## config.mk

```make
export PLATFORM = sky130hd
export DESIGN_NAME = hazard_ctrl
export DESIGN_NICKNAME = d
export VERILOG_FILES = /design/src/rtl/hazard_pkg.sv /design/src/rtl/mdu_scoreboard.sv /design/src/rtl/hazard_ctrl.sv
export SDC_FILE = /design/constraint.sdc
export NUM_CORES = 1
export LEC_CHECK = 0
export CAP_MARGIN = 20
export CORE_UTILIZATION = 36
export DETAILED_ROUTE_END_ITERATION = 10
export PLACE_DENSITY = 0.88
export SLEW_MARGIN = 5
export SYNTH_ARGS = -nofsm -noshare
export SYNTH_HDL_FRONTEND = slang
export SYNTH_SLANG_ARGS = --single-unit
```

## constraint.sdc

```tcl
create_clock -name clk -period 2.39 [get_ports clk]
set_input_delay 0.239 -clock clk [delete_from_list [all_inputs] [get_ports clk]]
set_output_delay 0.239 -clock clk [all_outputs]
set_load 0.03 [all_outputs]
```

## src/rtl/hazard_pkg.sv

```systemverilog
`default_nettype none
// ============================================================================
// Module      : hazard_pkg
// Description : Shared types and constants for the pipeline hazard controller:
//               MDU scoreboard state encoding and Execute-stage forward-select
//               codes.
// Revision    : 1.0 - initial release
// ============================================================================
package hazard_pkg;

  // MDU scoreboard states: waiting for an op, counting latency, result held.
  typedef enum logic [1:0] {
    IDLE = 2'd0,
    BUSY = 2'd1,
    DONE = 2'd2
  } mdu_state_t;

  // Execute-stage operand source select.
  localparam logic [1:0] FWD_RF = 2'b00;  // register file
  localparam logic [1:0] FWD_W  = 2'b01;  // Writeback result
  localparam logic [1:0] FWD_M  = 2'b10;  // Memory-stage ALU result

endpackage
`default_nettype wire

```

## src/rtl/mdu_scoreboard.sv

```systemverilog
`default_nettype none
// ============================================================================
// Module      : mdu_scoreboard
// Description : Tracks a multi-cycle MUL/DIV op occupying the Execute stage.
//               Raises MduStall_o while the op is still computing and
//               MduDone_o once the result is valid, holding the result valid
//               until Execute is allowed to advance.
// Ports       : clk, rst       - clock, synchronous active-high reset
//               MduE_i         - Execute holds a MUL/DIV instruction
//               StallE_i       - Execute stage is held this cycle
//               MduStall_o     - MDU still computing, hold Execute
//               MduDone_o      - MDU result valid this cycle
// Revision    : 1.0 - initial release
// ============================================================================
module mdu_scoreboard
  import hazard_pkg::*;
#(
  parameter int MDU_LAT = 4,
  parameter int CNT_W   = $clog2(MDU_LAT + 1)
) (
  input  logic clk,
  input  logic rst,
  input  logic MduE_i,
  input  logic StallE_i,
  output logic MduStall_o,
  output logic MduDone_o
);

  localparam logic [CNT_W-1:0] c_LAST = CNT_W'(MDU_LAT - 1);

  mdu_state_t       state_q, state_d, state_w;
  logic [CNT_W-1:0] cnt_q, cnt_d;
  logic             done_w;

  always_comb begin
    // While reset is asserted the outputs reflect the idle state.
    state_w    = rst ? IDLE : state_q;
    state_d    = state_w;
    cnt_d      = cnt_q;
    MduStall_o = 1'b0;
    done_w     = 1'b0;
    case (state_w)
      IDLE: begin
        if (MduE_i) begin
          if (MDU_LAT > 1) begin
            MduStall_o = 1'b1;
            cnt_d      = CNT_W'(1);
            state_d    = BUSY;
          end else begin
            // Single-cycle op: result is ready on entry.
            done_w  = 1'b1;
            state_d = StallE_i ? DONE : IDLE;
          end
        end
      end
      BUSY: begin
        // Counter advances even under a memory stall.
        if (cnt_q < c_LAST) begin
          MduStall_o = 1'b1;
          cnt_d      = cnt_q + CNT_W'(1);
        end else begin
          done_w  = 1'b1;
          state_d = StallE_i ? DONE : IDLE;
        end
      end
      DONE: begin
        // Keep the result valid until the op leaves Execute.
        done_w = 1'b1;
        if (!StallE_i) begin
          state_d = IDLE;
        end
      end
      default: state_d = IDLE;
    endcase
  end

  assign MduDone_o = done_w & ~rst;

  always_ff @(posedge clk) begin
    if (rst) begin
      state_q <= IDLE;
      cnt_q   <= '0;
    end else begin
      state_q <= state_d;
      cnt_q   <= cnt_d;
    end
  end

endmodule
`default_nettype wire

```

## src/rtl/hazard_ctrl.sv

```systemverilog
`default_nettype none
// ============================================================================
// Module      : hazard_ctrl
// Description : Hazard controller for the 5-stage RISC-V pipeline. Produces
//               Execute forwarding selects and all pipeline stall/flush
//               enables from load-use, JALR, branch, MDU and memory-wait
//               hazards.
// Ports       : clk, rst                  - clock, synchronous reset
//               Rs1D_i, Rs2D_i, JalrD_i   - Decode sources / JALR flag
//               Rs1E_i, Rs2E_i, RdE_i     - Execute registers
//               RegWriteE_i, LoadE_i, MduE_i, PCSrcE_i - Execute controls
//               RdM_i, RegWriteM_i, MemReadyM_i        - Memory stage
//               RdW_i, RegWriteW_i        - Writeback stage
//               Stall*_o, Flush*_o        - pipeline register controls
//               ForwardAE_o, ForwardBE_o  - Execute operand selects
//               MduDone_o                 - MDU result valid
// Revision    : 1.0 - initial release
// ============================================================================
module hazard_ctrl
  import hazard_pkg::*;
#(
  parameter int REG_ADDR_W = 5,
  parameter int MDU_LAT    = 4,
  parameter int CNT_W      = $clog2(MDU_LAT + 1)
) (
  input  logic                  clk,
  input  logic                  rst,
  input  logic [REG_ADDR_W-1:0] Rs1D_i,
  input  logic [REG_ADDR_W-1:0] Rs2D_i,
  input  logic                  JalrD_i,
  input  logic [REG_ADDR_W-1:0] Rs1E_i,
  input  logic [REG_ADDR_W-1:0] Rs2E_i,
  input  logic [REG_ADDR_W-1:0] RdE_i,
  input  logic                  RegWriteE_i,
  input  logic                  LoadE_i,
  input  logic                  MduE_i,
  input  logic                  PCSrcE_i,
  input  logic [REG_ADDR_W-1:0] RdM_i,
  input  logic                  RegWriteM_i,
  input  logic                  MemReadyM_i,
  input  logic [REG_ADDR_W-1:0] RdW_i,
  input  logic                  RegWriteW_i,
  output logic                  StallF_o,
  output logic                  StallD_o,
  output logic                  StallE_o,
  output logic                  StallM_o,
  output logic                  FlushD_o,
  output logic                  FlushE_o,
  output logic                  FlushM_o,
  output logic                  FlushW_o,
  output logic [1:0]            ForwardAE_o,
  output logic [1:0]            ForwardBE_o,
  output logic                  MduDone_o
);

  logic mem_stall_w, lw_stall_w, jalr_stall_w, mdu_stall_w, dec_stall_w;

  // Forwarding: newest producer (M) wins over W; x0 is never forwarded.
  always_comb begin
    ForwardAE_o = FWD_RF;
    if (RegWriteM_i && (Rs1E_i != '0) && (Rs1E_i == RdM_i)) begin
      ForwardAE_o = FWD_M;
    end else if (RegWriteW_i && (Rs1E_i != '0) && (Rs1E_i == RdW_i)) begin
      ForwardAE_o = FWD_W;
    end
    ForwardBE_o = FWD_RF;
    if (RegWriteM_i && (Rs2E_i != '0) && (Rs2E_i == RdM_i)) begin
      ForwardBE_o = FWD_M;
    end else if (RegWriteW_i && (Rs2E_i != '0) && (Rs2E_i == RdW_i)) begin
      ForwardBE_o = FWD_W;
    end
  end

  assign mem_stall_w  = ~MemReadyM_i;
  assign lw_stall_w   = LoadE_i & RegWriteE_i & (RdE_i != '0) &
                        ((Rs1D_i == RdE_i) | (Rs2D_i == RdE_i));
  // JALR needs its base register in Decode, so any in-flight producer stalls.
  assign jalr_stall_w = JalrD_i & (Rs1D_i != '0) &
                        (((Rs1D_i == RdE_i) & RegWriteE_i) |
                         ((Rs1D_i == RdM_i) & RegWriteM_i));
  // A taken branch discards the Decode instruction, so its hazards vanish.
  assign dec_stall_w  = (lw_stall_w | jalr_stall_w) & ~PCSrcE_i;

  mdu_scoreboard #(
    .MDU_LAT (MDU_LAT),
    .CNT_W   (CNT_W)
  ) u_mdu_scoreboard (
    .clk        (clk),
    .rst        (rst),
    .MduE_i     (MduE_i),
    .StallE_i   (StallE_o),
    .MduStall_o (mdu_stall_w),
    .MduDone_o  (MduDone_o)
  );

  assign StallE_o = mem_stall_w | mdu_stall_w;
  assign StallM_o = mem_stall_w;
  assign FlushW_o = mem_stall_w;
  // Bubble into M only while M itself is free to advance.
  assign FlushM_o = mdu_stall_w & ~mem_stall_w;
  assign StallF_o = StallE_o | dec_stall_w;
  assign StallD_o = StallE_o | dec_stall_w;
  // Flushes wait until E advances, so a held branch keeps its redirect.
  assign FlushD_o = PCSrcE_i & ~StallE_o;
  assign FlushE_o = (lw_stall_w | jalr_stall_w | PCSrcE_i) & ~StallE_o;

endmodule
`default_nettype wire

```

# After elaboration in Yosys (flattened, before gate mapping)
# Cells that the tools add are included.
dict set report totals {
  regBits 5
  in_bits 45
  output_inout_bits 13
  wordCells 70
}
dict set report op_classes {
  add_sub_neg 1
  magnitude_cmp 1
  n_eq_ne 11
  n_mux 18
  bitwise_logic 22
  reduce_logical 15
}
# op n
set ops {}
lappend ops {{$eq A5 B5 Y1} 7}
lappend ops {{$reduce_bool A5 Y1} 4}
lappend ops {{$mux W2} 7}
lappend ops {{$and A1 B1 Y1} 12}
lappend ops {{$logic_and A1 B1 Y1} 8}
lappend ops {{$mux W3} 2}
lappend ops {{$or A1 B1 Y1} 6}
lappend ops {{$pmux W2 S3} 1}
lappend ops {{$pmux W3 S2} 1}
lappend ops {{$mux W1} 5}
lappend ops {{$not A1 Y1} 4}
lappend ops {{$pmux W1 S2} 2}
lappend ops {{$add A3 B1 Y3 const B} 1}
lappend ops {{$lt A3 B2 Y1 const B} 1}
lappend ops {{$reduce_and A3 Y1} 1}
lappend ops {{$eq A2 B1 Y1 const B} 1}
lappend ops {{$eq A2 B2 Y1 const B} 1}
lappend ops {{$logic_not A2 Y1} 1}
lappend ops {{$ne A2 B1 Y1 const B} 1}
lappend ops {{$ne A2 B2 Y1 const B} 1}
lappend ops {{$reduce_bool A2 Y1} 1}

# Logic depth before layout (Yosys ltp)
dict set report logic_depth {
  depth_word 7
  depth_mapped 8
  depth_no_buf 8
}

# Cells and area by module
# Synthesis repeated with hierarchy kept, for this count alone.
dict set report unflattened {
  hier_cells 121
  area_unflattened_um2 984.7
}
# mod instances cells_per_inst area_per_inst_um2 seq_area_each_um2
set modules_own_cells {}
lappend modules_own_cells {hazard_ctrl 1 75 576.8 0.0}
lappend modules_own_cells {mdu_scoreboard 1 46 407.9 100.1}

# Worst setup path before layout
# OpenSTA, ideal clock, no wires.
dict set report synth_timing {
  path_type {reg2out}
  startpoint {reg u_mdu_scoreboard.state_q[1]}
  endpoint {out StallF_o}
  t_arrival_ns 2.121
  required_ns 2.151
  slack_ns 0.030
  stages_incl_launch_ff 9
  path_buffers 1
  cell_sequence {dfxtp_1 nor2b_1 inv_1 ha_1 nand2_1 a21boi_0 o21ai_2 o21bai_1 buf_4}
}
dict set report synth_between {
  elab_chain_len 5
  elab_cells_between_ends 6
  cone_classes {1 x eq/ne; 2 x mux; 2 x bitwise; 1 x reduce/logical}
}
# element line
set synth_lines {}
lappend synth_lines {{start: declaration} mdu_scoreboard.sv:31} ;# mdu_state_t state_q, state_d, state_w;
lappend synth_lines {{start signal: assignment} mdu_scoreboard.sv:84} ;# state_q <= state_d;
lappend synth_lines {{$mux W2 *} mdu_scoreboard.sv:37} ;# state_w = rst ? IDLE : state_q;
lappend synth_lines {{$eq A2 B1 Y1 / $logic_not A2 Y1 (equally long branches)} mdu_scoreboard.sv:42} ;# case (state_w)
lappend synth_lines {{$pmux W1 S2 *} mdu_scoreboard.sv:42}
lappend synth_lines {{$or A1 B1 Y1 *} hazard_ctrl.sv:96} ;# assign StallE_o = mem_stall_w | mdu_stall_w;
lappend synth_lines {{via StallE_o} hazard_ctrl.sv:45} ;# output logic StallE_o,
lappend synth_lines {{$or A1 B1 Y1 *} -}
lappend synth_lines {{end: declaration} hazard_ctrl.sv:43} ;# output logic StallF_o,
# Mark *: on every way through the listed nets, which the timed path passes. The rest lies on a longest branch.

# Worst setup path after layout
dict set report layout_timing {
  startpoint {in Rs2E_i[1]}
  endpoint {out ForwardBE_o[0]}
}
dict set report layout_between {
  elab_chain_len 5
  elab_cells_between_ends 9
  cone_classes {2 x eq/ne; 2 x mux; 5 x reduce/logical}
}
# element line
set layout_lines {}
lappend layout_lines {{start: declaration} hazard_ctrl.sv:32} ;# input logic [REG_ADDR_W-1:0] Rs2E_i,
lappend layout_lines {{$reduce_bool A5 Y1} {hazard_ctrl.sv:67, hazard_ctrl.sv:69}}
lappend layout_lines {{$logic_and A1 B1 Y1 (2 in series)} hazard_ctrl.sv:69} ;# end else if (RegWriteW_i && (Rs2E_i != '0) && (Rs2E_i == RdW_i)) begin
lappend layout_lines {{$mux W1} hazard_ctrl.sv:69}
lappend layout_lines {{$mux W2 *} hazard_ctrl.sv:67} ;# if (RegWriteM_i && (Rs2E_i != '0) && (Rs2E_i == RdM_i)) begin
lappend layout_lines {{end: declaration} hazard_ctrl.sv:52} ;# output logic [1:0] ForwardBE_o,
# Mark *: on every way between the ends. The rest lies on a longest branch, timed or not.

==> out/metrics.json <==
{
  "capturing_point_of_the_worst_reg2reg_path": {"value": "u_mdu_scoreboard.cnt_q[2]$_SDFFE_PP0P_"},
  "p_leak": {"value": 0.595, "unit": "nW"},
  "post_synth_and_or_nand_nor_area_fraction": {"value": 0.288},
  "first_global_vias": {"value": 1132},
  "post_synth_xor_area_fraction": {"value": 0.353},
  "cts_made_buffers": {"value": 3},
  "max_freq": {"value": 436, "unit": "MHz"},
  "drt.antenna.violating_nets": {"value": 0},
  "port-buffer-count": {"value": 57},
  "measured_slew_at_the_worst_slew_check_pin": {"value": 456, "unit": "ps"},
  "power.density": {"value": 283, "unit": "mW/mm2"},
  "initial_core_util": {"value": 0.386},
  "io-pin-count": {"value": 58},
  "clock_skew": {"value": 0.504, "unit": "ps"},
  "max-slew-margin-rel": {"value": 0.693},
  "n_antenna_cell": {"value": 0},
  "clock_path_buffers": {"value": 2},
  "first_pass_iters": {"value": 4},
  "die_h": {"value": 51.1, "unit": "um"},
  "cts.reportedPaths.clkPinSlew": {"value": 40, "unit": "ps"},
  "synth_top_family_by_area": {"value": "XOR/XNOR gates"},
  "drt-vias-per-instance": {"value": 5.25},
  "synth.top_cells.by_area": {"value": "sky130_fd_sc_hd__xnor2_1, sky130_fd_sc_hd__dfxtp_1, sky130_fd_sc_hd__ha_1"},
  "post_drt_wl_per_cell": {"value": 14.1, "unit": "um"},
  "layout_commonest_cell": {"value": "sky130_fd_sc_hd__clkdlybuf4s50_1"},
  "timing.setup.critical_path_class": {"value": "in -> out"},
  "worst-endpoint-arrival": {"value": 2050, "unit": "ps"},
  "yosysTopAreaCellShare": {"value": 0.312},
  "synthDominantAreaCellType": {"value": "sky130_fd_sc_hd__xnor2_1"},
  "worst_reg_to_reg_setup_slack": {"value": 670, "unit": "ps"},
  "final-setup-viol-count": {"value": 0},
  "layout_worst_path_cycle_share": {"value": 0.959},
  "flow.area_growth_from_synthesis": {"value": 77.1, "unit": "%"},
  "final_layout_size_suffix_gt1_frac": {"value": 0.177},
  "grt_util_all_layers": {"value": 0.245},
  "final_cell_mix": {"value": "sky130_fd_sc_hd__clkdlybuf4s50_1, sky130_fd_sc_hd__xnor2_1, sky130_fd_sc_hd__buf_4"},
  "placed_area": {"value": 0.00150, "unit": "mm2"},
  "dp.final_hpwl": {"value": 2520, "unit": "um"},
  "yosysUniqueCellTypes": {"value": 28},
  "worstPathCellList": {"value": "clkdlybuf4s50_1, or4_1, nor2_2, nor4_1, nor4_1, buf_4"},
  "hold_path_class": {"value": "reg -> reg"},
  "die-width": {"value": 51.1, "unit": "um"},
  "worstSkewPairLatency": {"value": 240, "unit": "ps"},
  "ir_worst_vdd": {"value": 243, "unit": "uV"},
  "clkSinkCount": {"value": 5},
  "hold_viol_final": {"value": 0},
  "post_synth_instance_area": {"value": 870, "unit": "um2"},
  "grt_max_degree": {"value": 6},
  "p_total": {"value": 0.436, "unit": "mW"},
  "cts_tree": {"value": "built"},
  "yosys_warnings": {"value": 0},
  "worst-path-max-fanout": {"value": 3},
  "min_period": {"value": 2290, "unit": "ps"},
  "setup.worst_path.end_class": {"value": "output port"},
  "drt_iter0_drc": {"value": 25},
  "gpl.final_weighted_congestion": {"value": 0.903},
  "antenna_violations_before_repair": {"value": 0},
  "post_synth_inst_count": {"value": 113},
  "worstSetupStartpointType": {"value": "input port"},
  "drt_wl_total": {"value": 2960, "unit": "um"},
  "synth.yosys.seq_area_share": {"value": 0.115},
  "seqPwrFrac": {"value": 0.205},
  "final_max_slew_viol_count": {"value": 0},
  "nets": {"value": 232},
  "grt.overflow.total": {"value": 0},
  "global_route_wire_length_before_repair": {"value": 4890, "unit": "um"},
  "num_vias": {"value": 1098},
  "crit-reg2reg-launch": {"value": "u_mdu_scoreboard.state_q[1]$_SDFF_PP0_"},
  "synth_compound_area_frac": {"value": 0.122},
  "clock-root-buffer": {"value": "sky130_fd_sc_hd__clkbuf_4"},
  "hold_slack": {"value": 493, "unit": "ps"},
  "synth_adder_area_share": {"value": 0.0719},
  "critical-path-max-stage-delay": {"value": 590, "unit": "ps"},
  "post_synthesis_sequential_element_count": {"value": 5},
  "netSwitchingPower": {"value": 0.148, "unit": "mW"},
  "max_cap_viol_count": {"value": 0},
  "postSynth.topFlopCell": {"value": "sky130_fd_sc_hd__dfxtp_1"},
  "synth-async-reset-ratio": {"value": 0},
  "power.share.clock": {"value": 0.229},
  "startpoint": {"value": "Rs2E_i[1]"},
  "crit_path_frequent_cell": {"value": "sky130_fd_sc_hd__nor4_1"},
  "power.share.switching": {"value": 0.338},
  "endpoint": {"value": "ForwardBE_o[0]"},
  "drcViolationCount": {"value": 0},
  "floorplan.core_area": {"value": 0.00225, "unit": "mm2"},
  "share_comb_of_total_power": {"value": 0.566},
  "crit_required": {"value": 2150, "unit": "ps"},
  "outcome": {"value": "finished clean"},
  "p_int": {"value": 0.289, "unit": "mW"},
  "post_cts_buffers": {"value": 0},
  "worst-r2r-cell-count": {"value": 9},
  "final_design_area_no_fill": {"value": 0.00154, "unit": "mm2"},
  "syn_nets": {"value": 163},
  "postSynthAreaPerCell": {"value": 7.70, "unit": "um2"},
  "crit_slowest_cell": {"value": "sky130_fd_sc_hd__or4_1"},
  "dieArea": {"value": 0.00262, "unit": "mm2"},
  "synth.area.mux_share": {"value": 0.0115},
  "placement_rows": {"value": 17},
  "number_of_synthesized_flops_with_an_enable_pin": {"value": 0},
  "level_count_of_the_clock_h_tree": {"value": 1}
}
Yosys cell counts (3+ instances only):
cell / number
sky130_fd_sc_hd__xnor2_1: 31
sky130_fd_sc_hd__nand2_1: 8
sky130_fd_sc_hd__nand4_1: 8
sky130_fd_sc_hd__nor3_1: 6
sky130_fd_sc_hd__dfxtp_1: 5
sky130_fd_sc_hd__ha_1: 5
sky130_fd_sc_hd__inv_1: 5
sky130_fd_sc_hd__nor2_1: 5
sky130_fd_sc_hd__a21oi_1: 4
sky130_fd_sc_hd__nor4_1: 4
sky130_fd_sc_hd__xor2_1: 4
sky130_fd_sc_hd__o21ai_0: 3
sky130_fd_sc_hd__o21ai_2: 3
sequential cells by signal, summed over array words and instances, names as in the netlist:
register                  cells
u_mdu_scoreboard.cnt_q        3
u_mdu_scoreboard.state_q      2
routing by layer:
layer / track usage / routed length, um / share of wire
met5: 0 / 0 / 0
met4: 0.0648 / 30 / 0.010
met3: 0.0595 / 140 / 0.047
met2: 0.471 / 1550 / 0.52
met1: 0.260 / 1230 / 0.42
cell families (layout without fill, tap and decap cells):
logic type,Yosys count,after routing
and+or+nand+nor,44,44
xor gates and xnor gates,35,35
AOI/OAI and AO/OA,16,16
buffers and inverters,7,75
adders and majority gates,5,5
DFF,5,5
muxes,1,1
worst max-delay path: cells and delay by family:
kind,cells,cell delay [ps]
buffers and inverters,2,680
and+or+nand+nor,4,1120
stage by stage:
| stage | utilization | setup WS, ps | std cells | setup TNS [ps] |
|---|---|---|---|---|
| 6_report | 0.683 | 98.8 | 209 | 0 |
| 5_1_grt | 0.683 | -19.6 | 209 | -19.6 |
| 4_1_cts | 0.678 | 22.5 | 209 | 0 |
| 3_5_place_dp | 0.666 | 45.6 | 205 | 0 |
| 3_3_place_gp | 0.666 | 95.1 | 205 | 0 |
| 2_1_floorplan | - | 29.8 | 113 | 0 |
power by group through the flow:
stage / combinational (mW) / sequential [mW] / clock, mW
2_1_floorplan: 0.109 / 0.0903 / 0
3_3_place_gp: 0.237 / 0.0906 / 0
3_5_place_dp: 0.243 / 0.0911 / 0
4_1_cts: 0.245 / 0.0894 / 0.103
5_1_grt: 0.265 / 0.0896 / 0.115
6_report: 0.247 / 0.0895 / 0.0998
how the worst min path moves through the flow:
stage                                                         to                                    from  depth (start not counted)
after floorplan           u_mdu_scoreboard.cnt_q[1]$_SDFFE_PP0P_                                     rst                          1
after global placement    u_mdu_scoreboard.state_q[0]$_SDFF_PP0_  u_mdu_scoreboard.state_q[0]$_SDFF_PP0_                          2
final                     u_mdu_scoreboard.cnt_q[1]$_SDFFE_PP0P_  u_mdu_scoreboard.cnt_q[1]$_SDFFE_PP0P_                          2
after detailed placement  u_mdu_scoreboard.cnt_q[1]$_SDFFE_PP0P_  u_mdu_scoreboard.cnt_q[1]$_SDFFE_PP0P_                          2
after CTS                 u_mdu_scoreboard.cnt_q[1]$_SDFFE_PP0P_  u_mdu_scoreboard.cnt_q[1]$_SDFFE_PP0P_                          2
after global routing      u_mdu_scoreboard.cnt_q[1]$_SDFFE_PP0P_  u_mdu_scoreboard.cnt_q[1]$_SDFFE_PP0P_                          2
layout make-up:
cell class | instances | area (um2)
fill | 178 | 714
clock buffer | 4 | 26.3
inverter | 5 | 18.8
sequential | 5 | 100
multi-input combinational | 101 | 742
tap | 28 | 35.0
timing repair buffer | 66 | 618
what timing repair did:
| action | in CTS | in global routing |
|---|---|---|
| endpoints found under the setup margin | 0 | 7 |
| resized for setup | 0 | 5 |
| hold buffers | 0 | 0 |
No activity file was read; power rests on OpenSTA's default activity.
